### src/rtl/issue_scoreboard_ctrl_if.sv
// Fetch / issue / execute / writeback bundle for issue_scoreboard_ctrl.
//
// Handshake semantics: a transfer happens on a rising clock edge when both
// sides of a pair are high in the cycle before that edge. The pairs are
// if_valid/id_ready (fetch -> issue) and iss_valid/ex_ready (issue -> execute).
// A valid that has not been taken holds its payload stable. The ready side
// may depend combinationally on the valid side. wb_valid, wb_flags and
// ex_flush are single-cycle strobes and have no ready.
//
// Modports:
//   master : the issue controller (drives id_ready, iss_valid, iss_instr)
//   slave  : fetch/execute/writeback environment
interface issue_scoreboard_ctrl_if;
    logic        if_valid;
    logic [31:0] if_instr;
    logic        id_ready;
    logic        iss_valid;
    logic [31:0] iss_instr;
    logic        ex_ready;
    logic        ex_flush;
    logic        wb_valid;
    logic [2:0]  wb_reg;
    logic        wb_flags;

    modport master (
        input  if_valid, if_instr, ex_ready, ex_flush, wb_valid, wb_reg, wb_flags,
        output id_ready, iss_valid, iss_instr
    );

    modport slave (
        output if_valid, if_instr, ex_ready, ex_flush, wb_valid, wb_reg, wb_flags,
        input  id_ready, iss_valid, iss_instr
    );
endinterface

### src/rtl/issue_scoreboard_ctrl.sv
// Issue controller between fetch and ID/execute.
// Holds one decoded instruction in an issue register. Fetch is stalled on
// RAW/WAW hazards against an 8-entry register scoreboard and a flags busy bit.
// A taken-branch flush drops the issue register; HALT parks the core until reset.
//
// Optional feature: define WB_BYPASS_EN to let the hazard check see the
// same-cycle writeback clear, so a dependent instruction issues in the
// writeback cycle instead of one cycle later.
//
// Ports:
//   clk, rst       clock, asynchronous active-high reset
//   bus            fetch/issue/execute/writeback bundle (master side)
//   halted         HALT issued and drained
//   stall_cnt      saturating count of cycles with if_valid, RUN and !id_ready
//   state_dbg      FSM state (0 RUN, 1 FLUSH, 2 HALTED)
//   sb_dbg         register scoreboard
//   flag_busy_dbg  flags busy bit
module issue_scoreboard_ctrl #(
    parameter int FLUSH_CYCLES = 1,
    parameter int STALL_CNT_W  = 16
) (
    input  logic                   clk,
    input  logic                   rst,
    issue_scoreboard_ctrl_if.master bus,
    output logic                   halted,
    output logic [STALL_CNT_W-1:0] stall_cnt,
    output logic [1:0]             state_dbg,
    output logic [7:0]             sb_dbg,
    output logic                   flag_busy_dbg
);
    localparam int FCW = (FLUSH_CYCLES < 1) ? 1 : $clog2(FLUSH_CYCLES + 1);
    localparam logic [FCW-1:0] FLUSH_LOAD = FCW'(FLUSH_CYCLES);

    typedef enum logic [1:0] {RUN = 2'd0, FLUSH = 2'd1, HALTED = 2'd2} state_t;

    state_t           state, state_nxt;
    logic [FCW-1:0]   flush_cnt, flush_cnt_nxt;
    logic [7:0]       sb, sb_nxt, sb_chk, wb_clr;
    logic             flag_busy, flag_busy_nxt, fb_chk;
    logic             iss_valid;
    logic [31:0]      iss_instr;
    logic [7:0]       iss_wmask;
    logic             iss_wflag;

    // Decode of the presented fetch word
    logic [1:0] cls;
    logic [4:0] op;
    logic [2:0] rd, rs1, rs2;
    logic [7:0] rmask, wmask;
    logic       rflag, sflag, is_halt;
    logic       hazard, id_ready, accept, xfer, drop;
    logic       unused_bits;

    assign cls = bus.if_instr[31:30];
    assign op  = bus.if_instr[29:25];
    assign rd  = bus.if_instr[24:22];
    assign rs1 = bus.if_instr[21:19];
    assign rs2 = bus.if_instr[18:16];
    assign unused_bits = ^bus.if_instr[15:0];

    always_comb begin
        rmask   = 8'b0;
        wmask   = 8'b0;
        rflag   = 1'b0;
        sflag   = 1'b0;
        is_halt = 1'b0;
        case (cls)
            2'b00: begin
                wmask = 8'b1 << rd;
                if (op[4] || (op inside {5'b00100, 5'b00101, 5'b00010, 5'b00011}))
                    rmask = rmask | (8'b1 << rs1);
                // MOVT merges into its destination, so it reads it too
                if (op == 5'b00001)
                    rmask = rmask | (8'b1 << rd);
                sflag = (op[4:3] == 2'b11);
            end
            2'b01: begin
                wmask = 8'b1 << rd;
                rmask = 8'b1 << rs1;
                if (op != 5'b10110)
                    rmask = rmask | (8'b1 << rs2);
                sflag = (op[4:3] == 2'b11);
            end
            2'b10: begin
                if (!op[0]) begin
                    wmask = 8'b1 << rd;
                    rmask = 8'b1 << rs1;
                end else begin
                    rmask = (8'b1 << rd) | (8'b1 << rs1);
                end
            end
            default: begin
                if (op[3:0] == 4'b0001)
                    rflag = 1'b1;
                else if (op[3:0] == 4'b0010)
                    rmask = 8'b1 << rs1;
                else if (op[3])
                    is_halt = 1'b1;
            end
        endcase
    end

    assign wb_clr = bus.wb_valid ? (8'b1 << bus.wb_reg) : 8'b0;

`ifdef WB_BYPASS_EN
    assign sb_chk = sb & ~wb_clr;
    assign fb_chk = flag_busy & ~bus.wb_flags;
`else
    assign sb_chk = sb;
    assign fb_chk = flag_busy;
`endif

    assign hazard = (|((rmask | wmask) & sb_chk)) | ((rflag | sflag) & fb_chk);

    // FSM next state and id_ready
    always_comb begin
        state_nxt     = state;
        flush_cnt_nxt = flush_cnt;
        id_ready      = 1'b0;
        case (state)
            RUN: begin
                id_ready = !bus.ex_flush && !hazard && (!iss_valid || bus.ex_ready);
                if (bus.ex_flush) begin
                    state_nxt     = FLUSH;
                    flush_cnt_nxt = FLUSH_LOAD;
                end else if (bus.if_valid && id_ready && is_halt) begin
                    state_nxt = HALTED;
                end
            end
            FLUSH: begin
                if (bus.ex_flush) begin
                    flush_cnt_nxt = FLUSH_LOAD;
                end else begin
                    flush_cnt_nxt = flush_cnt - FCW'(1);
                    if (flush_cnt <= FCW'(1))
                        state_nxt = RUN;
                end
            end
            HALTED: begin
                // Only a HALT still sitting in the issue register can be flushed
                if (bus.ex_flush && iss_valid) begin
                    state_nxt     = FLUSH;
                    flush_cnt_nxt = FLUSH_LOAD;
                end
            end
            default: state_nxt = RUN;
        endcase
    end

    assign accept = bus.if_valid & id_ready;
    assign xfer   = iss_valid & bus.ex_ready;
    // Flush beats a same-cycle transfer: the entry is dropped, not executed
    assign drop   = bus.ex_flush & iss_valid;

    // Clears first, then sets, so a same-cycle set of one bit wins
    assign sb_nxt = (sb & ~wb_clr & ~(drop ? iss_wmask : 8'b0)) | (accept ? wmask : 8'b0);
    assign flag_busy_nxt = (flag_busy & ~bus.wb_flags & ~(drop & iss_wflag)) | (accept & sflag);

    always_ff @(posedge clk or posedge rst) begin
        if (rst) begin
            state     <= RUN;
            flush_cnt <= '0;
            sb        <= 8'b0;
            flag_busy <= 1'b0;
            iss_valid <= 1'b0;
            iss_instr <= 32'b0;
            iss_wmask <= 8'b0;
            iss_wflag <= 1'b0;
            stall_cnt <= '0;
        end else begin
            state     <= state_nxt;
            flush_cnt <= flush_cnt_nxt;
            sb        <= sb_nxt;
            flag_busy <= flag_busy_nxt;
            if (drop) begin
                iss_valid <= 1'b0;
            end else if (accept) begin
                iss_valid <= 1'b1;
                iss_instr <= bus.if_instr;
                iss_wmask <= wmask;
                iss_wflag <= sflag;
            end else if (xfer) begin
                iss_valid <= 1'b0;
            end
            if (bus.if_valid && (state == RUN) && !id_ready && !(&stall_cnt))
                stall_cnt <= stall_cnt + STALL_CNT_W'(1);
        end
    end

    assign bus.id_ready  = id_ready;
    assign bus.iss_valid = iss_valid;
    assign bus.iss_instr = iss_instr;
    assign halted        = (state == HALTED) && !iss_valid;
    assign state_dbg     = state;
    assign sb_dbg        = sb;
    assign flag_busy_dbg = flag_busy;
endmodule
### src/flat_wrapper.sv
// flat-port wrapper written by rule: the top's interface ports become plain ports
module issue_scoreboard_ctrl_flat 
#(
    parameter int FLUSH_CYCLES = 1,
    parameter int STALL_CNT_W  = 16
)
  (clk, rst, halted, stall_cnt, state_dbg, sb_dbg, flag_busy_dbg, bus_if_valid, bus_if_instr, bus_ex_ready, bus_ex_flush, bus_wb_valid, bus_wb_reg, bus_wb_flags, bus_id_ready, bus_iss_valid, bus_iss_instr);
  issue_scoreboard_ctrl_if bus_i ();
  input  logic clk;
  input  logic rst;
  output logic halted;
  output logic [STALL_CNT_W-1:0] stall_cnt;
  output logic [1:0] state_dbg;
  output logic [7:0] sb_dbg;
  output logic flag_busy_dbg;
  input wire logic [$bits(bus_i.if_valid)-1:0] bus_if_valid;
  input wire logic [$bits(bus_i.if_instr)-1:0] bus_if_instr;
  input wire logic [$bits(bus_i.ex_ready)-1:0] bus_ex_ready;
  input wire logic [$bits(bus_i.ex_flush)-1:0] bus_ex_flush;
  input wire logic [$bits(bus_i.wb_valid)-1:0] bus_wb_valid;
  input wire logic [$bits(bus_i.wb_reg)-1:0] bus_wb_reg;
  input wire logic [$bits(bus_i.wb_flags)-1:0] bus_wb_flags;
  output wire logic [$bits(bus_i.id_ready)-1:0] bus_id_ready;
  output wire logic [$bits(bus_i.iss_valid)-1:0] bus_iss_valid;
  output wire logic [$bits(bus_i.iss_instr)-1:0] bus_iss_instr;
  assign bus_i.if_valid = bus_if_valid;
  assign bus_i.if_instr = bus_if_instr;
  assign bus_i.ex_ready = bus_ex_ready;
  assign bus_i.ex_flush = bus_ex_flush;
  assign bus_i.wb_valid = bus_wb_valid;
  assign bus_i.wb_reg = bus_wb_reg;
  assign bus_i.wb_flags = bus_wb_flags;
  assign bus_id_ready = bus_i.id_ready;
  assign bus_iss_valid = bus_i.iss_valid;
  assign bus_iss_instr = bus_i.iss_instr;
  issue_scoreboard_ctrl #(.FLUSH_CYCLES(FLUSH_CYCLES), .STALL_CNT_W(STALL_CNT_W)) u_core (.clk(clk), .rst(rst), .bus(bus_i), .halted(halted), .stall_cnt(stall_cnt), .state_dbg(state_dbg), .sb_dbg(sb_dbg), .flag_busy_dbg(flag_busy_dbg));
endmodule
### config.mk
export PLATFORM = sky130hd
export DESIGN_NAME = issue_scoreboard_ctrl_flat
export DESIGN_NICKNAME = d
export VERILOG_FILES = /design/src/rtl/issue_scoreboard_ctrl_if.sv /design/src/rtl/issue_scoreboard_ctrl.sv /design/src/flat_wrapper.sv
export SDC_FILE = /design/constraint.sdc
export NUM_CORES = 1
export LEC_CHECK = 0
export BUFFER_PORTS_ARGS = -buffer_cell sky130_fd_sc_hd__buf_2
export CORE_ASPECT_RATIO = 0.7
export CORE_MARGIN = 8
export CORE_UTILIZATION = 30
export CTS_BUF_LIST = sky130_fd_sc_hd__clkbuf_16
export CTS_CLUSTER_DIAMETER = 80
export DETAILED_ROUTE_END_ITERATION = 16
export PLACE_DENSITY = 0.6
export SLEW_MARGIN = 20
export SYNTH_ARGS = -nofsm -noshare
export SYNTH_HDL_FRONTEND = slang
export SYNTH_SLANG_ARGS = --single-unit
export TNS_END_PERCENT = 50
### constraint.sdc
create_clock -name clk -period 5.3 [get_ports clk]
set_input_delay 0.53 -clock clk [delete_from_list [all_inputs] [get_ports clk]]
set_output_delay 0.53 -clock clk [all_outputs]
set_load 0.05 [all_outputs]
==> results of run 1 <==
-- worst paths after layout --
path,from,end,slack (ns),depth (start not counted)
worst min-delay path,bus_if_instr[14],u_core.bus.iss_instr[14],0.44,2
max in group asynchronous,rst,u_core.bus.iss_instr[27],4.26,3
worst max register to register,u_core.sb_dbg[1],u_core.iss_wmask[5],1.94,8
min in group asynchronous,rst,u_core.stall_cnt[4],0.47,3
worst max-delay path,bus_if_instr[31],u_core.iss_wmask[5],1.87,9
worst min register to register,u_core.bus.iss_instr[24],u_core.bus.iss_instr[24],0.48,2
-- final cells by class --
type	instances	area [µm²]
inverters	6	22.52
well taps	157	196.4
repair buffers	105	530.5
clock inverters	5	22.52
flip-flops and latches	69	1727
clock buffers	9	225.2
fillers	1194	7198
multi-input cells	238	1722
-- cells in the final DEF (no fill, tap or decap), drive strengths merged, types with 2 or more instances in the layout --
cell	instances
o22ai	3
a22o	4
nand2b	4
nand2	29
mux2	32
nor2	13
clkinv	3
o21ai	12
nand3	12
nor4b	4
nor3	13
xnor2	2
a211oi	2
nor2b	8
buf	105
a21boi	2
a32o	5
nor4	6
inv	8
mux2i	2
and2	4
clkbuf	9
nor3b	5
a32oi	4
dfrtp	69
nand3b	5
a22oi	4
or3	6
a21oi	9
o31ai	4
nand4	5
nand4b	2
a21o	2
and3	5
xor2	14
-- registers in the layout, indices dropped and copies added (netlist names) --
register / flops
u_core.flag_busy_dbg: 1
u_core.state_dbg: 2
u_core.iss_wmask: 8
u_core.stall_cnt: 16
u_core.iss_wflag: 1
u_core.bus.iss_valid: 1
u_core.sb_dbg: 8
u_core.bus.iss_instr: 32
-- metrics by stage --
stage / utilization [%] / power [mW] / cells
after floorplan: - / 1.262 / 332
after global placement: 36.05 / 1.442 / 575
after detailed placement: 36.05 / 1.455 / 575
after CTS: 38.18 / 1.982 / 589
after global routing: 38.18 / 2.057 / 589
final: 38.18 / 1.948 / 589
-- power breakdown --
group          leakage [nW]  internal (mW)  switching [mW]
Clock                 0.133          0.305           0.207
Combinational          1.08          0.191           0.534
Sequential            0.876          0.636          0.0757
Total                  2.09           1.13           0.817
-- cells by family (layout without fill, tap and decap cells) --
group	Yosys count	after routing	share of synthesized area, %
muxes	34	34	10.77
xor gates and xnor gates	16	16	3.929
DFF	69	69	48.40
buffers and inverters	25	125	3.332
and+or+nand+nor	128	128	21.40
AOI/OAI and AO/OA	59	59	11.82
adders and majority gates	1	1	0.3507
-- worst reg2reg max path: cells and delay by family (launching register included) --
family / cells / cell delay, ns
AO/OA/AOI/OAI: 4 / 0.93
flip-flops: 1 / 0.49
AND/OR/NAND/NOR: 4 / 1.87
-- per-layer routing --
metal,GRT usage (%),vias to the layer above
li1,-,1414
met1,19.00,1482
met2,20.49,116
met3,4.712,12
met4,3.810,0
met5,0,-
==> impl_metrics.xml, run 1 <==
<?xml version="1.0" encoding="UTF-8"?>
<metrics>
  <group name="sta">
    <metric name="worst_clock_skew" unit="ns">0.003585</metric>
    <metric name="tightest_slew" unit="ns">0.9109</metric>
    <metric name="finalSetupViolCount" unit="">0</metric>
    <metric name="maxSlewViolCount" unit="">0</metric>
    <metric name="hold_ws" unit="ns">0.4351</metric>
    <metric name="final.setup.tns" unit="ns">0</metric>
    <metric name="finalHoldViolations" unit="">0</metric>
    <metric name="final.setup.worst_slack" unit="ns">1.873</metric>
    <metric name="grt_setup_unrepaired" unit="">false</metric>
    <metric name="worst_slew_margin_rel" unit="%">39.21</metric>
    <metric name="achievable-frequency" unit="MHz">291.8</metric>
    <metric name="timing.final.crit_share" unit="%">64.66</metric>
    <metric name="post-route-min-period" unit="ns">3.427</metric>
  </group>
  <group name="clocking">
    <metric name="clockRootBuffer" unit="">sky130_fd_sc_hd__clkbuf_16</metric>
    <metric name="post_cts_setup_inserts" unit="">0</metric>
    <metric name="ctsHtreeMaxLevel" unit="">3</metric>
    <metric name="cts_resized" unit="">0</metric>
    <metric name="numCtsBuffers" unit="">9</metric>
    <metric name="cts.reportedPaths.clkPinSlew" unit="ns">0.05</metric>
    <metric name="cts_buffer_depth" unit="">2</metric>
    <metric name="cts_num_sinks" unit="">69</metric>
    <metric name="insertion_delay" unit="ns">0.33</metric>
    <metric name="hold_buffers" unit="">0</metric>
    <metric name="cts_tree" unit="">built</metric>
  </group>
  <group name="outcome">
    <metric name="outcome" unit="">finished, final reports clean</metric>
  </group>
  <group name="synth">
    <metric name="synth_edf_count" unit="">0</metric>
    <metric name="netlist-cell-type-count" unit="">60</metric>
    <metric name="avgSynthCellArea" unit="µm²">10.74</metric>
    <metric name="synth_ff_type" unit="">sky130_fd_sc_hd__dfrtp_1</metric>
    <metric name="synthArstFlopShare" unit="%">100.0</metric>
    <metric name="synthMostInstantiatedCell" unit="">sky130_fd_sc_hd__dfrtp_1</metric>
    <metric name="flop_and_latch_count_out_of_synthesis" unit="">69</metric>
    <metric name="netlist_top_cells_count" unit="">sky130_fd_sc_hd__dfrtp_1, sky130_fd_sc_hd__mux2_2, sky130_fd_sc_hd__nand2_1, sky130_fd_sc_hd__xor2_1, sky130_fd_sc_hd__nor3_1</metric>
    <metric name="synth_area_leader_cell" unit="">sky130_fd_sc_hd__dfrtp_1</metric>
    <metric name="netlist.area_leader.share" unit="%">48.40</metric>
    <metric name="postSynthCellCount" unit="">332</metric>
    <metric name="synth_seq_area_share" unit="%">48.40</metric>
    <metric name="yosys_warnings" unit="">0</metric>
    <metric name="synth.top_cells.by_area" unit="">sky130_fd_sc_hd__dfrtp_1, sky130_fd_sc_hd__mux2_2, sky130_fd_sc_hd__xor2_1</metric>
    <metric name="post_synth_instance_area" unit="µm²">3567</metric>
    <metric name="mappedNetlistNets" unit="">375</metric>
  </group>
  <group name="setup_path">
    <metric name="crit_path_cell_trace" unit="">buf_2 &gt; and2b_1 &gt; a311oi_1 &gt; o31ai_1 &gt; a2111oi_1 &gt; and4b_4 &gt; nand3_2 &gt; nor2_2 &gt; a32o_1</metric>
    <metric name="cp_max_stage_cell" unit="">sky130_fd_sc_hd__nand3_2</metric>
    <metric name="path_delay_family" unit="">simple AND/OR/NAND/NOR gates</metric>
    <metric name="worst-path-buf-inv" unit="">1</metric>
    <metric name="timing_worst_setup_path_type" unit="">input pin to register</metric>
    <metric name="endpoint_type_of_the_worst_setup_path" unit="">register</metric>
    <metric name="critPathArrivalTime" unit="ns">3.69</metric>
    <metric name="setup.worst_path.start_class" unit="">input pin</metric>
    <metric name="cp.required" unit="ns">5.56</metric>
    <metric name="critical_path.max_stage_delay" unit="ns">0.70</metric>
    <metric name="critical_path_peak_fanout" unit="">38</metric>
  </group>
  <group name="floorplanning">
    <metric name="row_count" unit="">33</metric>
    <metric name="design.die.area" unit="µm²">15690</metric>
    <metric name="initial_core_util" unit="%">30.64</metric>
    <metric name="core-area" unit="µm²">11640</metric>
    <metric name="pin_count" unit="">104</metric>
    <metric name="dieHeight" unit="µm">107.2</metric>
    <metric name="die_x" unit="µm">146.3</metric>
  </group>
  <group name="placed_design">
    <metric name="place_area" unit="µm²">4198</metric>
    <metric name="preCtsSetupSlack" unit="ns">1.481</metric>
    <metric name="gp_routability_congestion" unit="">0.8898</metric>
    <metric name="placement.io_buffers" unit="">103</metric>
    <metric name="placed_wire_length_estimate" unit="µm">7892</metric>
  </group>
  <group name="drt">
    <metric name="route.detailed.vias_per_inst" unit="">5.134</metric>
    <metric name="drc" unit="">0</metric>
    <metric name="final_antenna_net_count" unit="">0</metric>
    <metric name="drt_pre_antenna_iters" unit="">5</metric>
    <metric name="wl_met1" unit="µm">5043</metric>
    <metric name="highest-signal-layer" unit="">met4</metric>
    <metric name="route.met2.wl" unit="µm">4614</metric>
    <metric name="routed_wirelength" unit="µm">10530</metric>
    <metric name="route.vias.total" unit="">3024</metric>
    <metric name="drt_iter0_drc" unit="">159</metric>
    <metric name="route.detailed.wl_per_inst" unit="µm">17.87</metric>
    <metric name="routed-wl-met3" unit="µm">760</metric>
  </group>
  <group name="cells_and_area">
    <metric name="antenna-diode-count" unit="">0</metric>
    <metric name="post-route-cell-area" unit="µm²">4446</metric>
    <metric name="final_net_count" unit="">472</metric>
    <metric name="fraction_of_final_layout_cells_with_drive_strength_greater_than_1" unit="%">37.73</metric>
    <metric name="areaGrowthSynthToFinish" unit="%">24.62</metric>
  </group>
  <group name="global_route">
    <metric name="grt_antenna_before_repair" unit="">0</metric>
    <metric name="global_route.usage.total" unit="%">13.90</metric>
    <metric name="grt_pass1_vias" unit="">3184</metric>
    <metric name="grt_start_max_net_pins" unit="">70</metric>
    <metric name="grt.overflow.total" unit="">0</metric>
    <metric name="global_route_wire_length_before_repair" unit="µm">17520</metric>
  </group>
  <group name="hold_path">
    <metric name="worstHoldPathType" unit="">input pin to register</metric>
  </group>
  <group name="run">
    <metric name="cap_viol_max_count" unit="">0</metric>
  </group>
  <group name="power_and_ir_drop">
    <metric name="leakage" unit="nW">2.085</metric>
    <metric name="p_per_area" unit="nW/µm²">438.3</metric>
    <metric name="peakVddDrop" unit="V">0.0002271</metric>
  </group>
</metrics>
No activity file was read; power rests on OpenSTA's default activity.
==> inputs of run 2 (changes only) <==
Settings changed: PLACE_DENSITY 0.6 to 0.62.
Clock period 5.3 ns to 3.1 ns, I/O delays scaled along.
==> impl_metrics.xml, run 2 (synthesis gave the netlist of run 1 again) <==
<?xml version="1.0" encoding="UTF-8"?>
<metrics>
  <group name="cells_and_area">
    <metric name="areaGrowthSynthToFinish" unit="%">27.25</metric>
    <metric name="reg_top3" unit="">u_core.bus.iss_instr x32, u_core.stall_cnt x16</metric>
    <metric name="fraction_of_final_layout_cells_with_drive_strength_greater_than_1" unit="%">38.22</metric>
    <metric name="final_util" unit="%">38.99</metric>
    <metric name="final_cell_count_no_fill" unit="">594</metric>
    <metric name="final_net_count" unit="">475</metric>
    <metric name="largest_register_ffs" unit="">32</metric>
    <metric name="post-route-cell-area" unit="µm²">4539</metric>
    <metric name="antenna-diode-count" unit="">0</metric>
    <metric name="max_flop_register" unit="">u_core.bus.iss_instr</metric>
    <metric name="layout_common_cells" unit="">sky130_fd_sc_hd__buf_2, sky130_fd_sc_hd__dfrtp_1, sky130_fd_sc_hd__mux2_2</metric>
    <metric name="mostFrequentLayoutCell" unit="">sky130_fd_sc_hd__buf_2</metric>
  </group>
  <group name="power_and_ir_drop">
    <metric name="power_switching_share" unit="%">40.07</metric>
    <metric name="leakage" unit="nW">2.128</metric>
    <metric name="power.net_switching" unit="mW">1.410</metric>
    <metric name="clkPwrFrac" unit="%">30.0</metric>
    <metric name="peakVddDrop" unit="V">0.0003486</metric>
    <metric name="power.internal" unit="mW">2.109</metric>
    <metric name="p_per_area" unit="nW/µm²">775.2</metric>
    <metric name="sequentialPowerShare" unit="%">34.7</metric>
    <metric name="comb_power_share" unit="%">35.3</metric>
  </group>
  <group name="clocking">
    <metric name="numCtsBuffers" unit="">9</metric>
    <metric name="cts_resized" unit="">0</metric>
    <metric name="post_cts_setup_inserts" unit="">0</metric>
    <metric name="cts_tree" unit="">built</metric>
    <metric name="cts_buffer_depth" unit="">2</metric>
    <metric name="cts_num_sinks" unit="">69</metric>
    <metric name="ctsHtreeMaxLevel" unit="">3</metric>
    <metric name="insertion_delay" unit="ns">0.33</metric>
    <metric name="hold_buffers" unit="">0</metric>
    <metric name="clockRootBuffer" unit="">sky130_fd_sc_hd__clkbuf_16</metric>
    <metric name="cts.reportedPaths.clkPinSlew" unit="ns">0.05</metric>
  </group>
  <group name="floorplanning">
    <metric name="row_count" unit="">33</metric>
    <metric name="design.die.area" unit="µm²">15690</metric>
    <metric name="dieHeight" unit="µm">107.2</metric>
    <metric name="initial_core_util" unit="%">30.64</metric>
    <metric name="die_x" unit="µm">146.3</metric>
    <metric name="core-area" unit="µm²">11640</metric>
    <metric name="pin_count" unit="">104</metric>
  </group>
  <group name="setup_path">
    <metric name="cp.required" unit="ns">2.79</metric>
    <metric name="worst-path-buf-inv" unit="">1</metric>
    <metric name="setup.worst_path.start_class" unit="">register</metric>
    <metric name="cp_max_stage_cell" unit="">sky130_fd_sc_hd__dfrtp_1</metric>
    <metric name="critical_path.max_stage_delay" unit="ns">0.47</metric>
    <metric name="critical_path_peak_fanout" unit="">7</metric>
    <metric name="crit_path_cell_trace" unit="">nor2b_1 &gt; a32oi_1 &gt; o32ai_1 &gt; a2111oi_1 &gt; and4b_4 &gt; and3_1 &gt; buf_2</metric>
    <metric name="timing_worst_setup_path_type" unit="">register to output pin</metric>
    <metric name="endpoint_type_of_the_worst_setup_path" unit="">output pin</metric>
    <metric name="path_delay_family" unit="">compound AO/OA/AOI/OAI gates</metric>
    <metric name="critPathArrivalTime" unit="ns">2.44</metric>
  </group>
  <group name="drt">
    <metric name="final_antenna_net_count" unit="">0</metric>
    <metric name="drc" unit="">0</metric>
    <metric name="routed_wirelength" unit="µm">10410</metric>
    <metric name="route.detailed.vias_per_inst" unit="">5.187</metric>
    <metric name="route.vias.total" unit="">3081</metric>
    <metric name="route.detailed.wl_per_inst" unit="µm">17.53</metric>
    <metric name="drt_pre_antenna_iters" unit="">5</metric>
    <metric name="drt_iter0_drc" unit="">159</metric>
  </group>
  <group name="global_route">
    <metric name="global_route_wire_length_before_repair" unit="µm">16630</metric>
    <metric name="global_route.usage.total" unit="%">13.28</metric>
    <metric name="grt.overflow.total" unit="">0</metric>
    <metric name="grt_start_max_net_pins" unit="">40</metric>
    <metric name="grt_antenna_before_repair" unit="">0</metric>
    <metric name="grt_pass1_vias" unit="">3139</metric>
  </group>
  <group name="sta">
    <metric name="worst_slew_margin_rel" unit="%">63.37</metric>
    <metric name="finalSetupViolCount" unit="">0</metric>
    <metric name="tightest_slew" unit="ns">0.5483</metric>
    <metric name="post-route-min-period" unit="ns">2.751</metric>
    <metric name="finalHoldViolations" unit="">0</metric>
    <metric name="maxSlewViolCount" unit="">0</metric>
    <metric name="achievable-frequency" unit="MHz">363.4</metric>
    <metric name="grt_setup_unrepaired" unit="">false</metric>
    <metric name="hold_ws" unit="ns">0.05802</metric>
    <metric name="timing.final.crit_share" unit="%">88.76</metric>
    <metric name="final.setup.tns" unit="ns">0</metric>
    <metric name="worst_clock_skew" unit="ns">0.005661</metric>
  </group>
  <group name="outcome">
    <metric name="outcome" unit="">finished, final reports clean</metric>
  </group>
  <group name="placed_design">
    <metric name="place_area" unit="µm²">4233</metric>
    <metric name="place_inst" unit="">578</metric>
    <metric name="placed_wire_length_estimate" unit="µm">8017</metric>
    <metric name="gp_routability_congestion" unit="">0.9511</metric>
    <metric name="placement.io_buffers" unit="">103</metric>
  </group>
  <group name="hold_path">
    <metric name="worstHoldPathType" unit="">input pin to asynchronous set/reset pin</metric>
  </group>
  <group name="run">
    <metric name="cap_viol_max_count" unit="">0</metric>
  </group>
</metrics>
-- run 2: changes by cell type in the layout (fill, tap and decap cells not counted) --
| cell | previous run | this run |
|---|---|---|
| sky130_fd_sc_hd__bufinv_16 | 0 | 2 |
| sky130_fd_sc_hd__clkinv_2 | 3 | 2 |
| sky130_fd_sc_hd__buf_4 | 2 | 4 |
| sky130_fd_sc_hd__inv_1 | 7 | 6 |
| sky130_fd_sc_hd__buf_12 | 0 | 1 |
| sky130_fd_sc_hd__clkinv_1 | 0 | 2 |
-- run 2: final cells by class --
class	count	area, µm²
Sequential cell	69	1727
Inverter	6	22.52
Clock inverter	7	81.33
Tap cell	157	196.4
Clock buffer	9	225.2
Timing Repair Buffer	108	565.5
Fill cell	1185	7104
Multi-Input combinational cell	238	1722
-- run 2: per-stage QoR --
step	power [mW]	worst slack [ns]
detailed placement	2.494	0.2313
finish	3.519	0.3486
CTS	3.576	0.3378
global placement	2.468	0.2166
global route	3.693	0.1703
floorplan	2.157	0.4597
-- run 2: power groups by stage --
stage          clock network (mW)  registers (mW)  logic (mW)
2_1_floorplan                   0            1.83       0.327
3_3_place_gp                    0            1.22        1.25
3_5_place_dp                    0            1.24        1.26
4_1_cts                      1.09            1.22        1.26
5_1_grt                      1.13            1.25        1.31
6_report                     1.05            1.22        1.24
-- run 2: tightest hold or removal path: stages --
cell and delay [ns]:
sky130_fd_sc_hd__buf_2 0.10, sky130_fd_sc_hd__inv_2 0.04, sky130_fd_sc_hd__buf_4 0.34
-- run 2: routing by layer --
| metal | GRT usage (%) | up-vias | share of wire [%] |
|---|---|---|---|
| met3 | 4.459 | 8 | 7.7 |
| met5 | 0 | - | 0 |
| met1 | 17.77 | 1526 | 47 |
| met4 | 3.077 | 0 | 0.63 |
| li1 | - | 1427 | - |
| met2 | 20.39 | 120 | 44 |
-- run 2: path summary, 6_finish.rpt --
path                                           from                        to  slack (ns)  depth (start not counted)
setup reg to reg                   u_core.sb_dbg[1]       u_core.stall_cnt[1]        0.36                          8
setup / recovery                   u_core.sb_dbg[1]              bus_id_ready        0.35                          7
min in group clk                    bus_if_instr[7]   u_core.bus.iss_instr[7]        0.21                          2
hold / removal                                  rst       u_core.stall_cnt[5]        0.06                          3
hold reg to reg            u_core.bus.iss_instr[24]  u_core.bus.iss_instr[24]        0.48                          2
max in group asynchronous                       rst  u_core.bus.iss_instr[17]        2.63                          3
